<file path="config.mk">
export PLATFORM = sky130hd
export DESIGN_NAME = bitwise_slice_sequencer
export DESIGN_NICKNAME = d
export VERILOG_FILES = /design/src/rtl/bitwise_slice_sequencer.sv
export SDC_FILE = /design/constraint.sdc
export NUM_CORES = 1
export LEC_CHECK = 0
export BUFFER_PORTS_ARGS = -buffer_cell sky130_fd_sc_hd__buf_2
export CELL_PAD_IN_SITES_DETAIL_PLACEMENT = 1
export CELL_PAD_IN_SITES_GLOBAL_PLACEMENT = 1
export CORE_MARGIN = 8
export CORE_UTILIZATION = 44
export DETAILED_ROUTE_END_ITERATION = 8
export GPL_TIMING_DRIVEN = 0
export HOLD_SLACK_MARGIN = 0.08
export PLACE_DENSITY = 0.88
export SLEW_MARGIN = 20
export SYNTH_ARGS = -nofsm -noshare
export SYNTH_HDL_FRONTEND = slang
export SYNTH_SLANG_ARGS = --single-unit
export TNS_END_PERCENT = 20
</file>
<file path="constraint.sdc">
create_clock -name clk -period 5.1 [get_ports clk]
set_clock_uncertainty 0.1 [all_clocks]
set_input_delay 1.02 -clock clk [delete_from_list [all_inputs] [get_ports clk]]
set_output_delay 1.02 -clock clk [all_outputs]
set_load 0.05 [all_outputs]
</file>
<file path="src/rtl/bitwise_slice_sequencer.sv">
// bitwise_slice_sequencer: runs a WIDTH-bit AND/OR/XOR/NOR through a
// SLICE-bit logic unit, one slice per cycle, low slice first.
module bitwise_slice_sequencer #(
  parameter int WIDTH = 32,
  parameter int SLICE = 8
) (
  input  logic             clk,
  input  logic             rst_n,
  input  logic             start,
  input  logic [1:0]       op,
  input  logic [WIDTH-1:0] a,
  input  logic [WIDTH-1:0] b,
  output logic             busy,
  output logic             done,
  output logic [WIDTH-1:0] result,
  output logic             zero
);

  localparam int NSLICE = WIDTH / SLICE;
  localparam int IW     = (NSLICE > 1) ? $clog2(NSLICE) : 1;
  localparam logic [IW-1:0] LAST = IW'(NSLICE - 1);

  // Operands must split into whole slices.
  generate
    if ((WIDTH % SLICE) != 0) begin : g_bad_cfg
      $error("bitwise_slice_sequencer: WIDTH must be a multiple of SLICE");
    end
  endgenerate

  typedef enum logic [1:0] {
    S_IDLE,
    S_RUN,
    S_DONE
  } state_t;

  state_t           state, state_nxt;
  logic [IW-1:0]    idx;
  logic [1:0]       op_q;
  logic [WIDTH-1:0] a_q, b_q;
  logic [SLICE-1:0] sa, sb, sres;
  logic [WIDTH-1:0] result_nxt;

  // Narrow logic unit on the current slice, merged into a copy of result.
  always_comb begin
    sa = a_q[int'(idx)*SLICE +: SLICE];
    sb = b_q[int'(idx)*SLICE +: SLICE];
    case (op_q)
      2'b00:   sres = sa & sb;
      2'b01:   sres = sa | sb;
      2'b10:   sres = sa ^ sb;
      default: sres = ~(sa | sb);
    endcase
    result_nxt = result;
    result_nxt[int'(idx)*SLICE +: SLICE] = sres;
  end

  // Next-state and status decode.
  always_comb begin
    state_nxt = state;
    busy      = 1'b0;
    done      = 1'b0;
    case (state)
      S_IDLE: if (start) state_nxt = S_RUN;
      S_RUN: begin
        busy = 1'b1;
        if (idx == LAST) state_nxt = S_DONE;
      end
      S_DONE: begin
        busy      = 1'b1;
        done      = 1'b1;
        state_nxt = S_IDLE;
      end
      default: state_nxt = S_IDLE;
    endcase
  end

  // State register.
  always_ff @(posedge clk) begin
    if (!rst_n) state <= S_IDLE;
    else        state <= state_nxt;
  end

  // Operand capture, slice counter and result assembly; zero is updated
  // only when the final slice lands so it stays valid until then.
  always_ff @(posedge clk) begin
    if (!rst_n) begin
      idx    <= '0;
      op_q   <= '0;
      a_q    <= '0;
      b_q    <= '0;
      result <= '0;
      zero   <= 1'b0;
    end else begin
      case (state)
        S_IDLE: begin
          if (start) begin
            a_q    <= a;
            b_q    <= b;
            op_q   <= op;
            result <= '0;
            idx    <= '0;
          end
        end
        S_RUN: begin
          result <= result_nxt;
          if (idx == LAST) begin
            zero <= (result_nxt == '0);
            idx  <= '0;
          end else begin
            idx <= idx + IW'(1);
          end
        end
        default: ;
      endcase
    end
  end

endmodule

</file>
[After elaboration in Yosys (flattened, before gate mapping)]
Index checks and enable logic that the tools add are counted.
W data, S select, Z words.
Operators by class
  $add $sub $neg: 2
  $mul: 0
  divide/modulo/power cells: 0
  magnitude comparators: 0
  equality and inequality tests: 7
  shift-type cells: 4
  mux-type cells: 12
  bitwise operators: 4
  reduce and logical (&&, ||, !) cells: 9
Operator list (number)
  $pmux W32 S2: 1
  $shiftx A32 B6 Y8: 2
  $neg A5 Y33: 1
  $shift A8 B33 Y32 const A: 1
  $shiftx A8 B33 Y32: 1
  $bwmux W32: 1
  $logic_not A32 Y1: 1
  $mux W32: 1
  $pmux W8 S3: 1
  $and A8 B8 Y8: 1
  $mux W2: 4
  $not A8 Y8: 1
  $or A8 B8 Y8: 1
  $pmux W2 S2: 2
  $reduce_and A2 Y1: 4
  $xor A8 B8 Y8: 1
  $eq A2 B2 Y1 const B: 3
  $eq A2 B1 Y1 const B: 2
  $logic_not A2 Y1: 2
  $ne A2 B2 Y1 const B: 2
  $add A2 B1 Y2 const B: 1
  $mux W1: 2
  $reduce_bool A2 Y1: 1
  $reduce_or A2 Y1: 1
Word-level totals
  register bits after elaboration: 103
  bits in latches: 0
  bits in writable memories: 0
  bits in read-only memories: 0
  bits of input ports: 69
  output and inout port bits: 35
  word-level logic and storage cells: 45
  memories kept: 0

[Logic depth before layout (Yosys ltp)]
Gate-level depths: netlist of run 1.
  word-level depth: 7
  mapped depth: 11
  depth with buffers taken out: 9

[Worst setup path after synthesis of run 1]
No wires, ideal clock.
  path type: register to register
  from: register idx[0]
  to: register zero
  setup time: 0.087 ns
  data arrival time: 3.086 ns
  data required time: 4.913 ns
  slack: 1.827 ns
  stages on the path, launching flop included: 11
  path buffers: 2
  clock period less this slack: 3.273 ns
  cell sequence: dfxtp_1 buf_2 buf_1 mux4_2 inv_1 ha_1 mux2_2 mux2i_4 o22ai_1 or4_1 o31ai_1
Between the ends
  cells in the longest elaborated chain, start to end: 7
  elaborated cells between the ends (all ways): 14
  those cells by class: add/sub: 1; eq/ne: 1; shift: 4; mux: 2; bitwise: 4; reduce/logical: 2
Ends and longest elaborated chain
  start, declared: line 37  | logic [IW-1:0] idx;
  start signal, assigned: line 110  | idx <= idx + IW'(1);
  $shiftx A32 B6 Y8 (on tied branches): line 45, 46
  $or A8 B8 Y8: line 49, 51
  $not A8 Y8: line 51  | default: sres = ~(sa | sb);
  $pmux W8 S3: line 47  | case (op_q)
  $shiftx A8 B33 Y32: line 54  | result_nxt[int'(idx)*SLICE +: SLICE] = sres;
  $bwmux W32: line 54
  $logic_not A32 Y1: line 107  | zero <= (result_nxt == '0);
  end signal, assigned: line 107
  end, declared: line 16  | output logic zero
Several ways; a longest one is shown, not always the timed one.
A chain may end at the register's enable or synchronous reset.

[Worst setup path after layout of run 1]
  from: register idx[1]
  to: register zero
The elaborated chain is that of the path after synthesis.

==> impl_metrics.tcl, run 1 <==
set metrics [dict create \
    final_nets 806 \
    ctsHoldBuffers 0 \
    synth_area_per_cell_um2 8.71 \
    synth_warnings 0 \
    crit_path_max_incr_delay_ns 0.63 \
    vias 4605 \
    ir_drop_mv 0.169 \
    synth-simple-area-share_pct 20.6 \
    place_inst 844 \
    rsz0062_at_grt "false" \
    p_leak_uw 0.00250 \
    maxSlewHeadroom_pct 48.5 \
    drt_first_pass_iters 4 \
    clock_sinks 103 \
    fp.dieH_um 125 \
    cp_max_fo 10 \
    synth_edf_count 0 \
    crit_path_cell_trace "clkbuf_1 -> clkbuf_1 -> mux4_2 -> inv_1 -> ha_1 -> mux2_2 -> mux2i_1 -> and4_1 -> nand4_1 -> a22o_1 -> o31ai_1" \
    route.detailed.drc 0 \
    crit_path_frequent_cell "clkbuf_1" \
    clk_pin_slew_worst_paths_ns 0.07 \
    antennaDiodeCount 0 \
    crit_required_ns 5.26 \
    worstHoldPathType "register to register" \
    finalCriticalPeriod_ns 4.26 \
    ys_ff_latch 103 \
    drtAntennaViolNets 0 \
    mostFrequentLayoutCells "nand2_1 (139), buf_2 (105), dfxtp_1 (103)" \
    numCtsBuffers 9 \
    synth_area_leader_cell "dfxtp_1" \
    synthAdderAreaFrac_pct 6.00 \
    synth_top_cell_area_share_pct 39.6 \
    synth_cell_types 48 \
    dieArea_um2 15600 \
    maxCapViolCount 0 \
    clock_latency_ns 0.36 \
    synth_compound_area_share_pct 16.2 \
    grt_max_degree 16 \
    finalSetupTns_ns 0 \
    worst_setup_path_end_kind "register" \
    ff_latch_area_um2 2060 \
    final_common_cell "nand2_1" \
    placed_cell_area_um2 5900 \
    htree_levels 3 \
    avgViaCountPerCell 5.35 \
    wl_per_cell_um 18.7 \
    io_pins 104 \
    multi_input_area_um2 2900 \
    rows 39 \
    dp_hpwl_mm 12.4 \
    drt_iter0_markers 199 \
    cts_tree "yes" \
    fmax_ghz 0.235 \
    routed_wl_mm 16.1 \
    synth.yosys.seq_area_share_pct 39.6 \
    grt-ovfl-total 0 \
    worst_slew_pin_slew_ns 0.751 \
    grt_pass1_vias 5251 \
    cp.buffers_inverters 3 \
    cts_setup_buffers 0 \
    antenna_found_initial 0 \
    synthArstFlopShare_pct 0 \
    muxShareOfSynthArea_pct 11.6 \
    ctsResizeCount 0 \
    synth_top_family_by_area "simple AND/OR/NAND/NOR gates" \
    synth_ff_type "dfxtp_1" \
    cp.arrival_ns 4.42 \
    place_congestion 0.882 \
    final_cells 860 \
    drive_gt1_share_pct 21.1 \
    fin_area_um2 6180 \
    finalPower_uw 1870 \
    track_usage_pct 20.7 \
    syn_inst 598 \
    portBuffers 103 \
    critPathTopFamily "multiplexers" \
    synth_nets 692 \
    setup_violations 0 \
    core_um2 11500 \
    grt_pass1_wl_mm 26.1 \
    root_buffer "clkbuf_16" \
    start_util_pct 45.4 \
    clockBufferDepth 2 \
    dp_worst_setup_slack_ns 0.917 \
    status "complete, no violations" \
    yosys.area_share.xor_xnor_pct 1.34 \
    timing.final.hold_violations 0 \
    critPathKind "register to register" \
    n_fill_cell 1410 \
    setup_slack_ns 0.838 \
    syn_to_final_growth_pct 18.7 \
    syn_area_um2 5210 \
    maxSlewViolCount 0 \
    crit_path_top_delay_cell "clkbuf_1" \
    post-route-period-util_pct 83.6 \
    p_per_area_nw_per_um2 302 \
    synthTopCellsByArea "dfxtp_1 (40%), nand2_1 (10%), mux4_2 (6.9%), ha_1 (6.0%), a21boi_1 (5.9%)" \
    setup.worst_path.start_class "register" \
    die_w_um 125 \
]
## kinds of logic after synthesis
logic type | after synthesis
compound gates | 127
xor+xnor | 8
fa+ha+maj | 25
buf+inv | 59
flops | 103
mux | 33
simple gates | 243
## worst min-delay path, delay by kind of cell (launching register included)
kind	cells	cell delay, ns
and+or+nand+nor	1	0.05
AOI/OAI and AO/OA	1	0.05
DFF	1	0.31
## per-layer routing
metal | vias to the layer above | GRT usage [%] | share of wire, %
li1 | 2239 | - | -
met1 | 2235 | 22.6 | 42
met2 | 109 | 37.6 | 52
met3 | 22 | 5.11 | 4.2
met4 | 0 | 7.98 | 2.0
met5 | - | 0 | 0
## synthesized netlist by cell type (7+ instances only)
library cell and instances:
nand2_1 139, dfxtp_1 103, a21boi_1 41, a21oi_1 40
nor2_1 39, nor2b_1 32, a21boi_0 25, clkbuf_1 25
ha_1 25, inv_1 24, mux4_2 16, nand3_1 7
o21ai_1 7, xnor2_1 7
## where the power goes
group,switching (uW),total (uW),internal (uW),leakage [uW]
sequential,24.0,866,842,0.000841
combinational,208,343,136,0.00152
clock,298,657,360,0.000137
total,529,1870,1340,0.00250
## cell type report
cell class | count | share of cell area [%]
multi-input combinational | 436 | 46.9
inverter | 24 | 1.46
tap | 143 | 2.89
buffer | 35 | 2.53
clock inverter | 2 | 0.223
timing repair buffer | 103 | 8.34
sequential | 103 | 33.4
clock buffer | 14 | 4.27
## registers in the layout (all words and copies together) (netlist names)
| register | count |
|---|---|
| a_q | 32 |
| b_q | 32 |
| idx | 2 |
| op_q | 2 |
| result | 32 |
| state | 2 |
| zero | 1 |
## path summary, 6_finish.rpt
kind | cells after the start | to | slack, ns | startpoint
max | 11 | zero | 0.84 | idx[1]
min | 2 | b_q[7] | 0.35 | b_q[7]
max reg2reg | 11 | zero | 0.84 | idx[1]
min reg2reg | 2 | b_q[7] | 0.35 | b_q[7]
## metrics by stage
step	utilization [%]	hold slack, ns
3_5_place_dp	51.5	0.346
5_1_grt	53.9	0.370
4_1_cts	53.9	0.355
3_3_place_gp	51.5	0.339
6_report	53.9	0.355
2_1_floorplan	-	0.332
(Power assumes the default switching activity.)
==> run 2, diff against run 1 <==
--- a/config.mk
+++ b/config.mk
@@ -9,11 +9,11 @@
 export CELL_PAD_IN_SITES_DETAIL_PLACEMENT = 1
 export CELL_PAD_IN_SITES_GLOBAL_PLACEMENT = 1
 export CORE_MARGIN = 8
-export CORE_UTILIZATION = 44
+export CORE_UTILIZATION = 37
 export DETAILED_ROUTE_END_ITERATION = 8
 export GPL_TIMING_DRIVEN = 0
 export HOLD_SLACK_MARGIN = 0.08
-export PLACE_DENSITY = 0.88
+export PLACE_DENSITY = 0.8
 export SLEW_MARGIN = 20
 export SYNTH_ARGS = -nofsm -noshare
 export SYNTH_HDL_FRONTEND = slang
==> constraint.sdc (replaced) <==
create_clock -name clk -period 3.46 [get_ports clk]
set_clock_uncertainty 0.1 [all_clocks]
set_input_delay 0.692 -clock clk [delete_from_list [all_inputs] [get_ports clk]]
set_output_delay 0.692 -clock clk [all_outputs]
set_load 0.05 [all_outputs]
==> run 2 against run 1 <==
Register-to-register slack got worse by 0.71 ns. Total power increased by 54%. Via count decreased by 0.87%.
==> impl_metrics.tcl, run 2 (synthesized netlist as in run 1, its figures left out) <==
set metrics [dict create \
    grt_max_degree 18 \
    fp.dieH_um 135 \
    setup_slack_ns 0.127 \
    setup.worst_path.start_class "register" \
    worst_setup_path_end_kind "register" \
    finalPower_uw 2870 \
    regToRegStartpoint "idx[1]" \
    cp.buffers_inverters 3 \
    grt-ovfl-total 0 \
    cp.arrival_ns 3.49 \
    wl_per_cell_um 17.7 \
    numCtsBuffers 9 \
    pwr-share-comb_pct 18.4 \
    crit_path_top_delay_cell "dfxtp_1" \
    place_congestion 0.876 \
    worst_slew_pin_slew_ns 0.645 \
    finalSetupTns_ns 0 \
    die_w_um 135 \
    rsz0062_at_grt "false" \
    htree_levels 3 \
    dieArea_um2 18100 \
    finalCriticalPeriod_ns 3.33 \
    crit_path_cell_trace "clkbuf_4 -> clkbuf_4 -> mux4_2 -> inv_1 -> ha_1 -> mux2_2 -> mux2i_4 -> and2_1 -> o21ai_1 -> or4_1 -> o31ai_1" \
    cp_max_fo 10 \
    post-route-period-util_pct 96.3 \
    antenna_found_initial 0 \
    clockBufferDepth 2 \
    hold_path_depth 2 \
    drt_first_pass_iters 4 \
    maxSlewViolCount 0 \
    cts_tree "yes" \
    start_util_pct 37.7 \
    grt_pass1_wl_mm 25.9 \
    clock_latency_ns 0.36 \
    biggestRegsByFlops "a_q x32, b_q x32, result x32" \
    route.detailed.drc 0 \
    crit_path_max_incr_delay_ns 0.40 \
    core_um2 13800 \
    clock_sinks 103 \
    reg2regPathDepth 11 \
    clk_pin_slew_worst_paths_ns 0.07 \
    rows 43 \
    crit_path_frequent_cell "clkbuf_4" \
    grt_pass1_vias 5246 \
    setup_violations 0 \
    portBuffers 103 \
    io_pins 104 \
    drtAntennaViolNets 0 \
    routed_wl_mm 16.0 \
    p_per_area_nw_per_um2 450 \
    mostFrequentLayoutCells "nand2_1 (139), buf_2 (103), dfxtp_1 (102)" \
    drt_iter0_markers 192 \
    dp_worst_setup_slack_ns -0.645 \
    seq_power_share_pct 44.5 \
    r2r_slack_ns 0.13 \
    holdPathEnd "b_q[16]" \
    drive_gt1_share_pct 23.1 \
    root_buffer "clkbuf_16" \
    final_nets 812 \
    dp_hpwl_mm 12.6 \
    fin_util_pct 46.1 \
    critPathTopFamily "multiplexers" \
    fmax_ghz 0.300 \
    timing.final.hold_violations 0 \
    track_usage_pct 18.2 \
    crit_required_ns 3.62 \
    grt_use_met2_pct 31.7 \
    worstHoldStart "b_q[16]" \
    r2r_end "zero" \
    final_common_cell "nand2_1" \
    use_met1_pct 20.6 \
    antennaDiodeCount 0 \
    swShare_pct 28.7 \
    p_leak_uw 0.00255 \
    power.switching_uw 824 \
    vias 4565 \
    ir_drop_mv 0.238 \
    avgViaCountPerCell 5.06 \
    met3_usage_pct 4.35 \
    maxCapViolCount 0 \
    maxSlewHeadroom_pct 56.4 \
    clockPowerShare_pct 37.1 \
    ctsHoldBuffers 0 \
    worstHoldPathType "register to register" \
    status "complete, no violations" \
    power.internal_uw 2040 \
    busiest_layer "met2" \
    critPathKind "register to register" \
    syn_to_final_growth_pct 22.3 \
]
## run 2: cell types whose count changed in the layout (fill, tap and decap cells not counted), sizes merged
cell      delta
clkbuf       -4
bufinv       +1
buf          +6
clkinv       +1
clkinvlp     +2
## run 2: worst max-delay path by stage
| stage | from | to | depth (start not counted) |
|---|---|---|---|
| 2_1_floorplan | idx[0] | zero | 10 |
| 3_3_place_gp | idx[0] | zero | 11 |
| 3_5_place_dp | idx[1] | zero | 11 |
| 4_1_cts | idx[0] | zero | 11 |
| 5_1_grt | idx[1] | zero | 11 |
| 6_report | idx[1] | zero | 11 |
## run 2: power groups by stage
| stage | Clock, uW | Sequential (uW) | Combinational [uW] |
|---|---|---|---|
| finish | 1060 | 1280 | 528 |
| detailed placement | 0 | 1300 | 501 |
| CTS | 1080 | 1280 | 526 |
| global placement | 0 | 1300 | 477 |
| global route | 1120 | 1280 | 583 |
| floorplan | 0 | 1290 | 340 |
## run 2: cell type report
cell class              count  area [um2]
fillers                  1651        7450
multi-input cells         436        2940
flip-flops and latches    103        2060
repair buffers            109         561
clock buffers              10         239
well taps                 180         225
plain buffers              35         188
inverters                  24        90.1
clock inverters             6        67.6
## run 2: worst min-delay path: cells and delay by family (launching register included)
kind,cells,cell delay (ns)
simple gates,1,0.05
flops,1,0.31
compound gates,1,0.05
## run 2: repair_timing
action,in CTS,in global routing
resized for setup,14,6
setup buffers,4,2
gates cloned,0,0
endpoints found under the setup margin,8,1
## run 2: per-layer routing
layer	vias to the layer above	wire, um
met1	2170	6870
met3	32	842
met4	0	437
met2	122	7840
li1	2241	-
met5	-	0
## run 2: stage by stage
step                      instances  area [um2]  hold WS [ns]
after floorplan                 598        5210         0.332
after global placement          881        5950         0.338
after detailed placement        881        5950         0.343
after CTS                       901        6340         0.353
after global routing            903        6370         0.378
final                           903        6370         0.354
